<file path="src/rtl/mult_sequencer.sv">
// ============================================================================
// mult_sequencer
// ----------------------------------------------------------------------------
// Control sequencer for a digit-serial multiplier. An order is accepted in IDLE
// on `start`. It then waits in ARM for the next minor-cycle boundary and walks
// the multiplier digits in RUN, one digit per minor cycle. For every digit the
// sequencer tells the datapath whether to add the multiplicand, subtract it, or
// do nothing. The last digit is the sign digit, which subtracts instead of
// adding. An N-type order (neg_op) swaps add and subtract on every digit.
//
// Optional feature (macro MULT_ROUND_EN):
//   When the macro is defined and round_req was latched with start, one extra
//   rounding minor cycle (state ROUND) follows the sign digit before done.
//   When the macro is undefined, round_req is ignored, round_en is tied low and
//   the ROUND state does not exist.
//
// Ports
//   clk        in   system clock, rising edge active
//   rst_n      in   asynchronous active-low reset
//   start      in   one-clk request to begin an order (accepted only in IDLE)
//   long_op    in   sampled with start: 1 = 35 digits, 0 = 17 digits
//   neg_op     in   sampled with start: 1 = negated product
//   round_req  in   sampled with start: rounding request (MULT_ROUND_EN only)
//   mc_end     in   one-clk minor-cycle boundary strobe
//   mpier_lsb  in   current least-significant multiplier digit
//   busy       out  high in every state except IDLE
//   add_en     out  add multiplicand during the current minor cycle
//   sub_en     out  subtract multiplicand during the current minor cycle
//   shift_en   out  one-clk multiplier shift pulse after each non-sign decision
//   digit_cnt  out  index of the digit being processed
//   round_en   out  rounding add active for the current minor cycle
//   done       out  one-clk completion pulse
// ============================================================================
module mult_sequencer (
    input  logic       clk,
    input  logic       rst_n,
    input  logic       start,
    input  logic       long_op,
    input  logic       neg_op,
    input  logic       round_req,
    input  logic       mc_end,
    input  logic       mpier_lsb,
    output logic       busy,
    output logic       add_en,
    output logic       sub_en,
    output logic       shift_en,
    output logic [5:0] digit_cnt,
    output logic       round_en,
    output logic       done
);

`ifdef MULT_ROUND_EN
    typedef enum logic [1:0] {
        ST_IDLE  = 2'd0,
        ST_ARM   = 2'd1,
        ST_RUN   = 2'd2,
        ST_ROUND = 2'd3
    } state_t;
`else
    typedef enum logic [1:0] {
        ST_IDLE  = 2'd0,
        ST_ARM   = 2'd1,
        ST_RUN   = 2'd2
    } state_t;
`endif

    state_t     state_r;
    logic       long_r;
    logic       neg_r;
`ifdef MULT_ROUND_EN
    logic       round_r;
`else
    logic       unused_round_s;
`endif
    logic [5:0] last_idx_s;
    logic [5:0] next_idx_s;

    // Digit decision: a set digit adds, except the sign digit which subtracts.
    // A negated order swaps the two. Result is {add, sub}, never both high.
    function automatic logic [1:0] decide_digit(input logic bit_v,
                                                input logic sign_v,
                                                input logic neg_v);
        logic swap_v;
        swap_v = sign_v ^ neg_v;
        return {bit_v & ~swap_v, bit_v & swap_v};
    endfunction

    assign last_idx_s = long_r ? 6'd34 : 6'd16;
    assign next_idx_s = digit_cnt + 6'd1;

`ifndef MULT_ROUND_EN
    assign unused_round_s = round_req;
    assign round_en       = 1'b0;
`endif

    // Sequencer FSM with all outputs registered.
    always_ff @(posedge clk or negedge rst_n) begin
        if (!rst_n) begin
            state_r   <= ST_IDLE;
            long_r    <= 1'b0;
            neg_r     <= 1'b0;
`ifdef MULT_ROUND_EN
            round_r   <= 1'b0;
            round_en  <= 1'b0;
`endif
            busy      <= 1'b0;
            add_en    <= 1'b0;
            sub_en    <= 1'b0;
            shift_en  <= 1'b0;
            digit_cnt <= 6'd0;
            done      <= 1'b0;
        end else begin
            // Pulse outputs default low and are raised only for one clk.
            shift_en <= 1'b0;
            done     <= 1'b0;
            case (state_r)
                ST_IDLE: begin
                    // mc_end is deliberately not looked at here, so a start that
                    // coincides with a boundary leaves ARM waiting for the next one.
                    if (start) begin
                        long_r  <= long_op;
                        neg_r   <= neg_op;
`ifdef MULT_ROUND_EN
                        round_r <= round_req;
`endif
                        busy    <= 1'b1;
                        state_r <= ST_ARM;
                    end
                end
                ST_ARM: begin
                    if (mc_end) begin
                        // Digit 0 is never the sign digit (N >= 17), so it always shifts.
                        digit_cnt          <= 6'd0;
                        {add_en, sub_en}   <= decide_digit(mpier_lsb, 1'b0, neg_r);
                        shift_en           <= 1'b1;
                        state_r            <= ST_RUN;
                    end
                end
                ST_RUN: begin
                    if (mc_end) begin
                        if (digit_cnt == last_idx_s) begin
                            add_en <= 1'b0;
                            sub_en <= 1'b0;
`ifdef MULT_ROUND_EN
                            if (round_r) begin
                                round_en <= 1'b1;
                                state_r  <= ST_ROUND;
                            end else begin
                                done    <= 1'b1;
                                busy    <= 1'b0;
                                state_r <= ST_IDLE;
                            end
`else
                            done    <= 1'b1;
                            busy    <= 1'b0;
                            state_r <= ST_IDLE;
`endif
                        end else begin
                            digit_cnt        <= next_idx_s;
                            {add_en, sub_en} <= decide_digit(mpier_lsb,
                                                             next_idx_s == last_idx_s,
                                                             neg_r);
                            // No shift after the sign digit: the multiplier is exhausted.
                            shift_en         <= (next_idx_s != last_idx_s);
                        end
                    end
                end
`ifdef MULT_ROUND_EN
                ST_ROUND: begin
                    if (mc_end) begin
                        round_en <= 1'b0;
                        done     <= 1'b1;
                        busy     <= 1'b0;
                        state_r  <= ST_IDLE;
                    end
                end
`endif
                default: begin
                    state_r <= ST_IDLE;
                    busy    <= 1'b0;
                    add_en  <= 1'b0;
                    sub_en  <= 1'b0;
`ifdef MULT_ROUND_EN
                    round_en <= 1'b0;
`endif
                end
            endcase
        end
    end

endmodule

</file>
<file path="config.mk">
export PLATFORM = sky130hd
export DESIGN_NAME = mult_sequencer
export DESIGN_NICKNAME = d
export VERILOG_FILES = /design/src/rtl/mult_sequencer.sv
export SDC_FILE = /design/constraint.sdc
export NUM_CORES = 1
export LEC_CHECK = 0
export CORE_MARGIN = 3
export CORE_UTILIZATION = 30
export CTS_BUF_LIST = sky130_fd_sc_hd__clkbuf_16
export DETAILED_ROUTE_END_ITERATION = 6
export DONT_BUFFER_PORTS = 1
export HOLD_SLACK_MARGIN = 0.15
export MAX_ROUTING_LAYER = met4
export SLEW_MARGIN = 20
export SYNTH_ARGS = -nofsm -noshare
export SYNTH_HDL_FRONTEND = slang
export SYNTH_SLANG_ARGS = --single-unit
export TNS_END_PERCENT = 10
</file>
<file path="constraint.sdc">
create_clock -name clk -period 3.5 [get_ports clk]
set_input_delay 0.35 -clock clk [delete_from_list [all_inputs] [get_ports clk]]
set_output_delay 0.35 -clock clk [all_outputs]
set_load 0.01 [all_outputs]
</file>
==> results of run 1 <==
[through the flow]
| step | cell area (um^2) | hold slack (ns) | setup WS (ns) | utilization (%) | std cells |
|---|---|---|---|---|---|
| CTS | 1150 | 0.223 | 0.933 | 36.5 | 151 |
| detailed placement | 1060 | 0.0548 | 0.949 | 33.7 | 146 |
| floorplan | 1030 | 0.0544 | 1.15 | - | 107 |
| finish | 1150 | 0.229 | 0.927 | 36.5 | 151 |
| global placement | 1060 | 0.0548 | 0.996 | 33.7 | 146 |
| global route | 1150 | 0.238 | 0.804 | 36.5 | 151 |
[layer usage]
metal	global-route usage, %	vias to the layer above	wire [um]
met4	3.43	0	9
met5	-	-	0
met1	15.7	406	1130
met3	4.85	2	153
li1	-	407	-
met2	20.2	25	1080
[kinds of logic (layout without fill, tap and decap cells)]
family,count (synthesis),count (layout),synth area share (%)
AOI/OAI and AO/OA,28,28,22.7
xor gates and xnor gates,1,1,0.852
adders and majority gates,4,4,4.87
buffers and inverters,10,10,4.01
DFF,15,15,36.5
muxes,4,4,4.14
other,1,1,0.365
and+or+nand+nor,44,44,26.5
[worst max-delay path: cells and delay by family (launching register included)]
family / cells / cell delay, ns
and+or+nand+nor: 4 / 1.21
DFF: 1 / 0.51
AOI/OAI and AO/OA: 1 / 0.42
adders and majority gates: 1 / 0.37
[power by group]
group	total (mW)	internal (mW)	leakage [nW]	switching, mW
combinational	0.320	0.149	0.225	0.171
sequential	0.347	0.232	0.198	0.115
clock	0.227	0.153	0.0409	0.0741
[area by class of cell]
cell class / count / area share [%]
inverter: 5 / 1.63
clock buffer: 3 / 6.52
sequential: 15 / 32.6
clock inverter: 1 / 0.435
multi-input combinational: 82 / 53.2
tap: 44 / 4.78
timing repair buffer: 1 / 0.870
[how the worst max path moves through the flow]
| stage | startpoint | endpoint | slack (ns) | depth (start not counted) |
|---|---|---|---|---|
| floorplan | digit_cnt[0]$_DFFE_PN0P_ | add_en$_DFFE_PN0P_ | 1.15 | 6 |
| global placement | digit_cnt[0]$_DFFE_PN0P_ | sub_en$_DFFE_PN0P_ | 1.0 | 6 |
| detailed placement | digit_cnt[0]$_DFFE_PN0P_ | add_en$_DFFE_PN0P_ | 0.95 | 6 |
| CTS | digit_cnt[0]$_DFFE_PN0P_ | add_en$_DFFE_PN0P_ | 0.93 | 6 |
| global route | digit_cnt[1]$_DFFE_PN0P_ | sub_en$_DFFE_PN0P_ | 0.80 | 6 |
| finish | digit_cnt[0]$_DFFE_PN0P_ | add_en$_DFFE_PN0P_ | 0.93 | 6 |
[layout by cell type (no fill, tap or decap), types with 3 or more instances in the layout]
| master | instances |
|---|---|
| dfrtp_1 | 15 |
| nand2_1 | 9 |
| o21ai_0 | 6 |
| inv_1 | 5 |
| nor2_1 | 5 |
| nand3_1 | 5 |
| a22o_1 | 5 |
| nor2b_1 | 4 |
| ha_1 | 4 |
| nor3b_1 | 3 |
| clkbuf_16 | 3 |
[registers in the layout, indices dropped and copies added, names as in the netlist]
name,cells
shift_en,1
digit_cnt,6
add_en,1
long_r,1
busy,1
neg_r,1
sub_en,1
done,1
state_r,2
==> impl_metrics.json, run 1 <==
{
  "status": "complete, no violations",
  "yosysMostFrequentCell": "dfrtp_1",
  "die_h_um": 64.6,
  "hold_end": "shift_en$_DFF_PN0_",
  "antennaDiodeCount": 0,
  "drt-total-wl_um": 2380,
  "dp_hpwl_um": 1690,
  "gr-usage-all-layers_pct": 12.9,
  "r2r_cells": 6,
  "cts_hold_buf": 1,
  "cts.sink_count": 15,
  "avgSynthCellArea_um2": 9.61,
  "drt-vias-per-instance": 5.56,
  "crit_slowest_cell": "or4b_1",
  "fin_nets": 120,
  "multiInputGateArea_um2": 612,
  "drtIter0Drc": 72,
  "synth_warnings": 0,
  "yosys.area.top_type": "dfrtp_1",
  "routedWlPerCell_um": 15.8,
  "power.total_mw": 0.894,
  "cap_violations": 0,
  "max_slew.worst_pin.slew_ns": 0.684,
  "die_w_um": 64.6,
  "fillers": 322,
  "synth-seq-cells": 15,
  "cpPeakStageDelay_ns": 0.54,
  "pin_count": 20,
  "p_leak_nw": 0.464,
  "floorplan.initialDensity_pct": 32.6,
  "powerDensity_mw_per_mm2": 777,
  "hold_class": "input pin to flop",
  "tns_ns": 0,
  "grt_overflow": 0,
  "synth_common_cells": "15 x dfrtp_1, 9 x nand2_1, 6 x o21ai_0",
  "place_congestion": 0.796,
  "fmax_mhz": 389,
  "slew_viol_final": 0,
  "syn_area_mm2": 0.00103,
  "cp-end-kind": "flop",
  "cts_root_buf": "clkbuf_16",
  "whs_path_depth": 2,
  "yosysSeqAreaShare_pct": 36.5,
  "synthCells": 107,
  "grt_pass1_wl_um": 4040,
  "grt_max_degree": 16,
  "worstHoldStart": "mc_end",
  "rsz0062_at_grt": "no",
  "r2r-start": "digit_cnt[0]$_DFFE_PN0P_",
  "synth_edf_count": 0,
  "antenna_found_initial": 0,
  "worstSetupPathType": "flop to flop",
  "period_share_pct": 73.5,
  "grt_pass1_vias": 865,
  "setup_viol": 0,
  "skew_ns": 0.00202,
  "synth.top_cell.area_share_pct": 36.5,
  "drive_gt1_share_pct": 11.2,
  "cts_tree": "done",
  "irDropWorstVdd_mv": 0.365,
  "area_growth_pct": 11.9,
  "min_period_ns": 2.57,
  "async_flop_share_pct": 100,
  "drt_pass1_iterations": 4,
  "antenna_left": 0,
  "cp-start-kind": "flop",
  "drc": 0,
  "clk_latency_ns": 0.25,
  "synth_area_leaders": "dfrtp_1 36%, ha_1 4.9%, a22o_1 4.3%, nand2_1 3.3%, o21ai_0 2.9%",
  "worstPathArrival_ns": 2.76,
  "cp_max_fo": 9,
  "register_area_um2": 375,
  "slew_headroom_pct": 54.2,
  "io_buffers": 0,
  "post_cts_buffers": 0,
  "ctsResizeCount": 0,
  "coreArea_mm2": 0.00315,
  "cp.required_ns": 3.68,
  "r2r_slack_ns": 0.93,
  "hold_viol": 0,
  "htree_levels": 1,
  "ys_types": 44,
  "cts_made_buffers": 3,
  "clk_pin_slew_ns": 0.05,
  "synthFlopType": "dfrtp_1",
  "syn-num-nets": 119,
  "path_cells": "ha_1 -> and3_4 -> or3b_1 -> a311o_1 -> or4b_1 -> nand3_1",
  "r2r-end": "add_en$_DFFE_PN0P_",
  "clk_path_buf_depth": 2,
  "dieArea_mm2": 0.00417,
  "rows": 20,
  "vias": 840
}
Note: power is estimated with default switching activity, not from simulation.
==> inputs of run 2 (changes only) <==
==> constraint.sdc (replaced) <==
create_clock -name clk -period 2.3 [get_ports clk]
set_input_delay 0.23 -clock clk [delete_from_list [all_inputs] [get_ports clk]]
set_output_delay 0.23 -clock clk [all_outputs]
set_load 0.01 [all_outputs]
==> run 2 against run 1 <==
Compared with the run above: critical path depth unchanged; routed wire length up 2.8%; count of clock-buffer cells in the layout unchanged; combinational power up 110%; final cell count up 9.3%.
==> impl_metrics.json, run 2 (synthesis results as in run 1) <==
{
  "rsz0062_at_grt": "no",
  "worstHoldStart": "mc_end",
  "clk_path_buf_depth": 2,
  "fin_nets": 134,
  "max_slew.worst_pin.slew_ns": 0.710,
  "coreArea_mm2": 0.00315,
  "tns_ns": 0,
  "grt_pass1_vias": 905,
  "grt-busiest-layer": "met2",
  "cap_violations": 0,
  "fin_ws_ns": 0.0955,
  "clk_pin_slew_ns": 0.05,
  "critPathTopFamily": "simple AND/OR/NAND/NOR gates",
  "largest_register": "digit_cnt",
  "io_buffers": 0,
  "grt_max_degree": 16,
  "r2r_slack_ns": 0.1,
  "cts_root_buf": "clkbuf_16",
  "clk_latency_ns": 0.24,
  "skew_ns": 0.00312,
  "drive_gt1_share_pct": 20.7,
  "drc": 0,
  "place_congestion": 0.764,
  "slew_viol_final": 0,
  "irDropWorstVdd_mv": 0.416,
  "slew_headroom_pct": 52.5,
  "timing.hold.ws_ns": 0.268,
  "post_cts_buffers": 0,
  "largest_register_ffs": 6,
  "fin_util_pct": 40.4,
  "period_share_pct": 95.8,
  "hold_end": "add_en$_DFFE_PN0P_",
  "htree_levels": 1,
  "path_cells": "ha_2 -> and3_4 -> or3b_1 -> a311o_1 -> or4b_1 -> nand3_1",
  "cp-start-kind": "flop",
  "whs_path_depth": 3,
  "area_growth_pct": 23.7,
  "grt_util_met1_pct": 16.7,
  "startpoint": "digit_cnt[1]$_DFFE_PN0P_",
  "drt-vias-per-instance": 5.29,
  "antennaDiodeCount": 0,
  "die_w_um": 64.6,
  "floorplan.initialDensity_pct": 32.6,
  "r2r_cells": 6,
  "r2r-start": "digit_cnt[1]$_DFFE_PN0P_",
  "antenna_left": 0,
  "powerDensity_mw_per_mm2": 1130,
  "pre_cts_slack_ns": -0.00613,
  "rows": 20,
  "met3_usage_pct": 3.99,
  "cp.required_ns": 2.48,
  "cp_max_fo": 8,
  "cp-end-kind": "flop",
  "hold_class": "input pin to flop",
  "r2r-end": "sub_en$_DFFE_PN0P_",
  "gr-usage-all-layers_pct": 13.3,
  "grt_pass1_wl_um": 4310,
  "grt_overflow": 0,
  "min_period_ns": 2.20,
  "cts.sink_count": 15,
  "worstSetupPathType": "flop to flop",
  "antenna_found_initial": 0,
  "drt-total-wl_um": 2450,
  "drt_pass1_iterations": 4,
  "die_h_um": 64.6,
  "reg_top3": "digit_cnt: 6 flops, state_r: 2 flops",
  "routedWlPerCell_um": 14.8,
  "worst-path-buf-inv": 0,
  "dp_hpwl_um": 1810,
  "use_met2_pct": 20.9,
  "fmax_mhz": 454,
  "cts_made_buffers": 3,
  "p_leak_nw": 0.532,
  "cts_tree": "done",
  "drtIter0Drc": 57,
  "status": "complete, no violations",
  "final_cell_mix": "14 x dfrtp_1, 11 x buf_4, 9 x nand2_1, 6 x inv_1, 6 x o21ai_0",
  "cpPeakStageDelay_ns": 0.53,
  "mostFrequentLayoutCell": "dfrtp_1",
  "pin_count": 20,
  "power.total_mw": 1.44,
  "setup_viol": 0,
  "crit_slowest_cell": "or4b_1",
  "vias": 873,
  "dieArea_mm2": 0.00417,
  "worstPathArrival_ns": 2.38,
  "hold_viol": 0
}
run 2: changes by cell type in the layout (fill, tap and decap cells not counted):
cell,delta
clkinv_2,-1
buf_4,+11
ha_1,-1
dlygate4sd3_1,+3
nor4bb_1,-1
dfrtp_2,+1
dfrtp_1,-1
ha_2,+1
nor4bb_2,+1
inv_1,+1
run 2: through the flow:
step | std cells | cell area (um^2)
floorplan | 107 | 1030
finish | 165 | 1270
detailed placement | 157 | 1150
global placement | 157 | 1150
CTS | 165 | 1270
global route | 165 | 1270
run 2: area by class of cell:
class	instances	area, um^2
fill	353	1880
multi-input combinational	82	621
sequential	15	377
timing repair buffer	15	123
clock buffer	3	75.1
tap	44	55.1
inverter	5	18.8
clock inverter	1	3.75
run 2: worst min-delay path, delay by kind of cell:
family             cells  cell delay (ns)
AOI/OAI and AO/OA      1             0.13
and+or+nand+nor        2             0.10
run 2: per-layer routing:
metal,vias up,wire [um]
li1,433,-
met1,417,1130
met2,21,1160
met3,2,146
met4,0,10
met5,-,0
run 2: what timing repair did:
item / in CTS / in global routing
pin swaps: 1 / 1
setup endpoints to repair: 2 / 3
hold endpoints to repair: 19 / 0
resized for setup: 1 / 1
hold buffers: 4 / 0
run 2: worst max path at each step:
stage / endpoint / slack [ns] / depth (start not counted)
3_3_place_gp: sub_en$_DFFE_PN0P_ / 0.06 / 6
6_report: sub_en$_DFFE_PN0P_ / 0.1 / 6
4_1_cts: sub_en$_DFFE_PN0P_ / 0.08 / 7
2_1_floorplan: add_en$_DFFE_PN0P_ / 0.01 / 6
5_1_grt: shift_en$_DFF_PN0_ / 0.0005 / 7
3_5_place_dp: sub_en$_DFFE_PN0P_ / -0.006 / 6
run 2: power breakdown:
part	leakage, nW	switching [mW]	internal [mW]
Combinational	0.293	0.362	0.299
Sequential	0.196	0.0926	0.357
Clock	0.0423	0.0997	0.230
Total	0.532	0.554	0.886
==> edit 1, RTL diff (config.mk and constraints of run 2) <==
Encoding of `state_t`: now one-hot (3 bits for 3 states).
--- a/src/rtl/mult_sequencer.sv
+++ b/src/rtl/mult_sequencer.sv
@@ -57,10 +57,10 @@
         ST_ROUND = 2'd3
     } state_t;
 `else
-    typedef enum logic [1:0] {
-        ST_IDLE  = 2'd0,
-        ST_ARM   = 2'd1,
-        ST_RUN   = 2'd2
+    typedef enum logic [2:0] {
+        ST_IDLE  = 3'b001,
+        ST_ARM   = 3'b010,
+        ST_RUN   = 3'b100
     } state_t;
 `endif
 
Check against the original RTL: no difference found for any inputs over 10 cycles, from zero or initial values and one cycle with rst_n low; not proved beyond that.
==> edit 1 against run 2 <==
  * Non-clock buffer count is 4 lower
  * Clock power increased by 2%
  * First-iteration DRC count grew 3.5%
  * Design area rose by 12%
  * Critical endpoint is now add_en$_DFFE_PN0P_
  * Total power rose by 2.2%
  * Wire length up 30%
  * Critical path type unchanged
  * Setup slack gained 0.11 ns
  * Sequential cell count increased by 1
  * Cell count is 18% higher
  * Synthesized area up 24%
  * Sequential power is 12% higher
==> edit 1: results (changes against run 2) <==
status: finished clean
crit-path max FO: 5 (-3)
placed wire-length estimate: 2.29 mm (+27%)
share of cells above drive strength 1: 22.1% (+1.4 points)
CP peak stage delay: 0.51 ns (-0.02 ns)
Reg-to-Reg Start: digit_cnt[4]$_DFFE_PN0P_
biggest regs: digit_cnt (6), state_r (3)
XOR/XNOR share of the synthesized area: 2.75% (+1.9 points)
Mean Syn Cell Area: 9.02 um2 (-6.1%)
Net count, final: 155 (+16%)
hold path depth: 1 (-2)
Post-synth top cells: dfrtp_1 (15), o21ai_0 (12), a21oi_1 (9)
WP data arrival: 2.20 ns (-0.18 ns)
sequential area share after synthesis: 31.6% (-4.9 points)
port bufs: 0 (unchanged)
r2r worst-path depth: 5 (-1)
initial antenna violation count: 0 (unchanged)
clk_skew: 0.00208 ns (-0.00104 ns)
nonclk buf count: 11 (-4)
WL/cell: 16.3 um (+10%)
non-clk buf share: 6.34% (-3.3 points)
vias per inst: 5.67 (+7.1%)
Max Root-Sink Buffers: 2 (unchanged)
Synth Area in Compound Gates: 27.5% (+4.8 points)
multi-input logic cell count: 108 (+32%)
inverters: 6 (+1)
first-pass GRT wire length: 5.46 mm (+27%)
Slew Limit Headroom: 50.1% (-2.4 points)
largest cells by area after synthesis: dfrtp_1 (29%), o21ai_0 (4.7%), a21oi_1 (3.5%), nand4_1 (2.9%), xnor2_1 (2.8%)
mux cell area share after synthesis: 1.77% (-2.4 points)
vias in the first global route: 1074 (+19%)
syn nets: 150 (+26%)
Root Buffer: clkbuf_16
DP Area: 1310 um2 (+14%)
CTS sink cnt: 16 (+1)
Reg2Reg Setup Slack: 0.21 ns (+0.11 ns)
synth warn: 0 (unchanged)
P_leak: 0.566 nW (+6.4%)
HP Class: primary input to flop
Synth Area in Adders: 0.983% (-3.9 points)
post-CTS sizing: 0 (-1)
Sequential Area: 403 um2 (+7.0%)
number of distinct library cells after synthesis: 54 (+23%)
DR iter-0 viols: 59 (+3.5%)
multi-input logic area: 764 um2 (+23%)
fillers: 414 (+17%)
largest net degree at the start of global routing: 18 (+2)
CTS Hold Bufs: 3 (-1)
Num CTS Buffers: 3 (unchanged)
Slowest-stage cell, CP: or4b_4
VDD IR max: 551 uV (+32%)
Post-CTS Repair Setup Buffers: 0 (unchanged)
Final clock-cell share: 5.55% (-0.65 points)
final slew viol count: 0 (unchanged)
CP Capture Point: add_en$_DFFE_PN0P_
gr usage total: 13.8% (+0.49 points)
gpl congestion: 0.851 (+11%)
Worst Hold End: done$_DFF_PN0_
[edit 1: per-stage QoR]
step	util (%)	setup slack [ns]	total power, W	hold slack [ns]	std cells
2_1_floorplan	-	0.338	0.000957	-0.0656	141
3_3_place_gp	32.3	0.252	0.00110	-0.0650	188
3_5_place_dp	32.3	0.190	0.00112	-0.0650	188
4_1_cts	35.0	0.172	0.00148	0.159	195
5_1_grt	35.0	0.0435	0.00159	0.159	195
6_report	35.0	0.208	0.00147	0.162	195
[edit 1: layer usage]
layer	track usage [%]	up-vias	routed length [um]
met4	5.43	0	47
li1	-	549	-
met1	18.1	528	1480
met5	-	-	0
met2	20.5	23	1450
met3	3.41	5	206
[edit 1: report_power, final]
group | switching, W | total (W) | leakage [nW] | internal, W
Clock | 0.000108 | 0.000338 | 0.0385 | 0.000231
Combinational | 0.000349 | 0.000629 | 0.317 | 0.000280
Sequential | 0.000135 | 0.000504 | 0.211 | 0.000369
Total | 0.000591 | 0.00147 | 0.566 | 0.000880
==> edit 2, RTL diff (flow settings as in run 2) <==
Made on the original files. The option `MULT_ROUND_EN` is turned on by a define.
--- a/src/rtl/mult_sequencer.sv
+++ b/src/rtl/mult_sequencer.sv
@@ -31,6 +31,8 @@
 //   round_en   out  rounding add active for the current minor cycle
 //   done       out  one-clk completion pulse
 // ============================================================================
+`define MULT_ROUND_EN
+
 module mult_sequencer (
     input  logic       clk,
     input  logic       rst_n,
Function: same outputs for any inputs over 10 cycles, from zero or initial values and one cycle with rst_n low; that may be too few to reach the edited logic, so the function may still have changed.
==> edit 2 against run 2 <==
  * Sequential cell count grew 2
  * Synthesized area up 19%
  * Via count rose by 18%
  * Total power grew 21%
  * Clock power increased by 6.4%
  * Wire length is 19% higher
  * Utilization fell by 4.2 points
  * Critical path type unchanged
  * Sequential share of layout area increased by 1.4 points
  * Count of clock-buffer cells in the layout stayed put
  * Sequential power rose by 40%
  * Design area rose by 8.0%
  * Worst hold slack lost 0.076 ns
  * Maximum frequency up 13%
  * Setup slack better by 0.25 ns
==> edit 2: results (changes against run 2) <==
status: finished clean
P_leak: 0.576 nW (+8.2%)
Setup TNS: 0 ns (unchanged)
dpl ws: 0.341 ns (+0.347 ns)
largest cells by area after synthesis: dfrtp_1 (35%), ha_1 (7.2%), a21oi_1 (4.9%), nand2_1 (4.6%), o21ai_0 (4.1%)
clk_skew: 0.00170 ns (-0.00142 ns)
r2r worst-path depth: 5 (-1)
biggest regs: digit_cnt (6), state_r (2)
HP Class: primary input to flop
gr usage total: 13.5% (+0.15 points)
Root Buffer: clkbuf_16
CTS Hold Bufs: 5 (+1)
vias per inst: 5.46 (+3.1%)
switching power: 0.000752 W (+36%)
VDD IR max: 603 uV (+45%)
post-CTS sizing: 0 (-1)
DR iter-0 viols: 42 (-26%)
DRT met1 WL: 1.34 mm (+19%)
port bufs: 0 (unchanged)
initial antenna violation count: 0 (unchanged)
number of distinct library cells after synthesis: 43 (-2.3%)
Post-synth top cells: dfrtp_1 (17), nand2_1 (15), a21oi_1 (12)
hold path depth: 2 (-1)
sequential area share after synthesis: 34.9% (-1.6 points)
Slew Limit Headroom: 45.3% (-7.2 points)
DR WL met2: 1.28 mm (+10%)
gpl congestion: 0.935 (+22%)
first-pass GRT wire length: 5.06 mm (+17%)
Net count, final: 156 (+16%)
Max Root-Sink Buffers: 2 (unchanged)
synth warn: 0 (unchanged)
# diodes: 0 (unchanged)
share of cells above drive strength 1: 12.1% (-8.5 points)
Post-CTS Repair Setup Buffers: 0 (unchanged)
crit-path max FO: 11 (+3)
WL/cell: 15.5 um (+4.3%)
Final ANT Viol Nets: 0 (unchanged)
placed wire-length estimate: 2.13 mm (+17%)
combinational share of power: 43.9% (-2.0 points)
H-tree levels: 1 (unchanged)
largest net degree at the start of global routing: 18 (+2)
met3 routed wirelength: 229 um (+57%)
syn nets: 152 (+28%)
clock-pin slew on the worst setup and hold paths: 0.05 ns (about the same)
==> edit 2: cell type report <==
class / count / area, um2
Clock buffer: 3 / 75.1
Timing Repair Buffer: 8 / 72.6
Fill cell: 393 / 2420
Sequential cell: 17 / 425
Tap cell: 48 / 60.1
Multi-Input combinational cell: 104 / 711
Inverter: 7 / 26.3
Clock inverter: 1 / 3.75
==> edit 2: critical path, stage by stage (launching register included) <==
cell	delay, ns
dfrtp_1	0.61
nand4_2	0.21
or4b_1	0.53
nand4_1	0.18
a21oi_1	0.09
o211a_1	0.21
==> edit 2: worst paths after layout <==
| path | start | to | slack, ns |
|---|---|---|---|
| hold reg to reg | state_r[1]$_DFFE_PN0P_ | state_r[1]$_DFFE_PN0P_ | 0.56 |
| hold / removal | mc_end | round_en$_DFFE_PN0P_ | 0.19 |
| setup reg to reg | digit_cnt[3]$_DFFE_PN0P_ | shift_en$_DFF_PN0_ | 0.34 |
| setup / recovery | digit_cnt[3]$_DFFE_PN0P_ | shift_en$_DFF_PN0_ | 0.34 |
| min in group asynchronous | rst_n | add_en$_DFFE_PN0P_ | 0.52 |
| max in group asynchronous | rst_n | done$_DFF_PN0_ | 1.27 |
==> edit 2: logic make-up after synthesis <==
logic type	after synthesis	synth area share, %
AOI/OAI and AO/OA	42	22.6
xor gates and xnor gates	2	1.44
adders and majority gates	7	7.18
buffers and inverters	16	6.87
DFF	17	34.9
muxes	3	2.77
and+or+nand+nor	50	24.3
==> edit 2: power by group through the flow <==
stage               logic, W  clock network, W  registers (W)
floorplan           0.000676                 0       0.000549
global placement    0.000735                 0       0.000625
detailed placement  0.000754                 0       0.000637
CTS                 0.000771          0.000356       0.000633
global route        0.000893          0.000376       0.000654
finish              0.000767          0.000351       0.000629
==> edit 2: routing by layer <==
| metal | vias up | global-route usage, % |
|---|---|---|
| met5 | - | - |
| met4 | 0 | 4.47 |
| met3 | 6 | 4.49 |
| met2 | 33 | 19.5 |
| met1 | 482 | 17.7 |
| li1 | 505 | - |
==> edit 2: per-stage QoR <==
step | std cells | area, um2
after global placement | 179 | 1240
after floorplan | 137 | 1220
after detailed placement | 179 | 1240
after global routing | 188 | 1370
after CTS | 188 | 1370
final | 188 | 1370
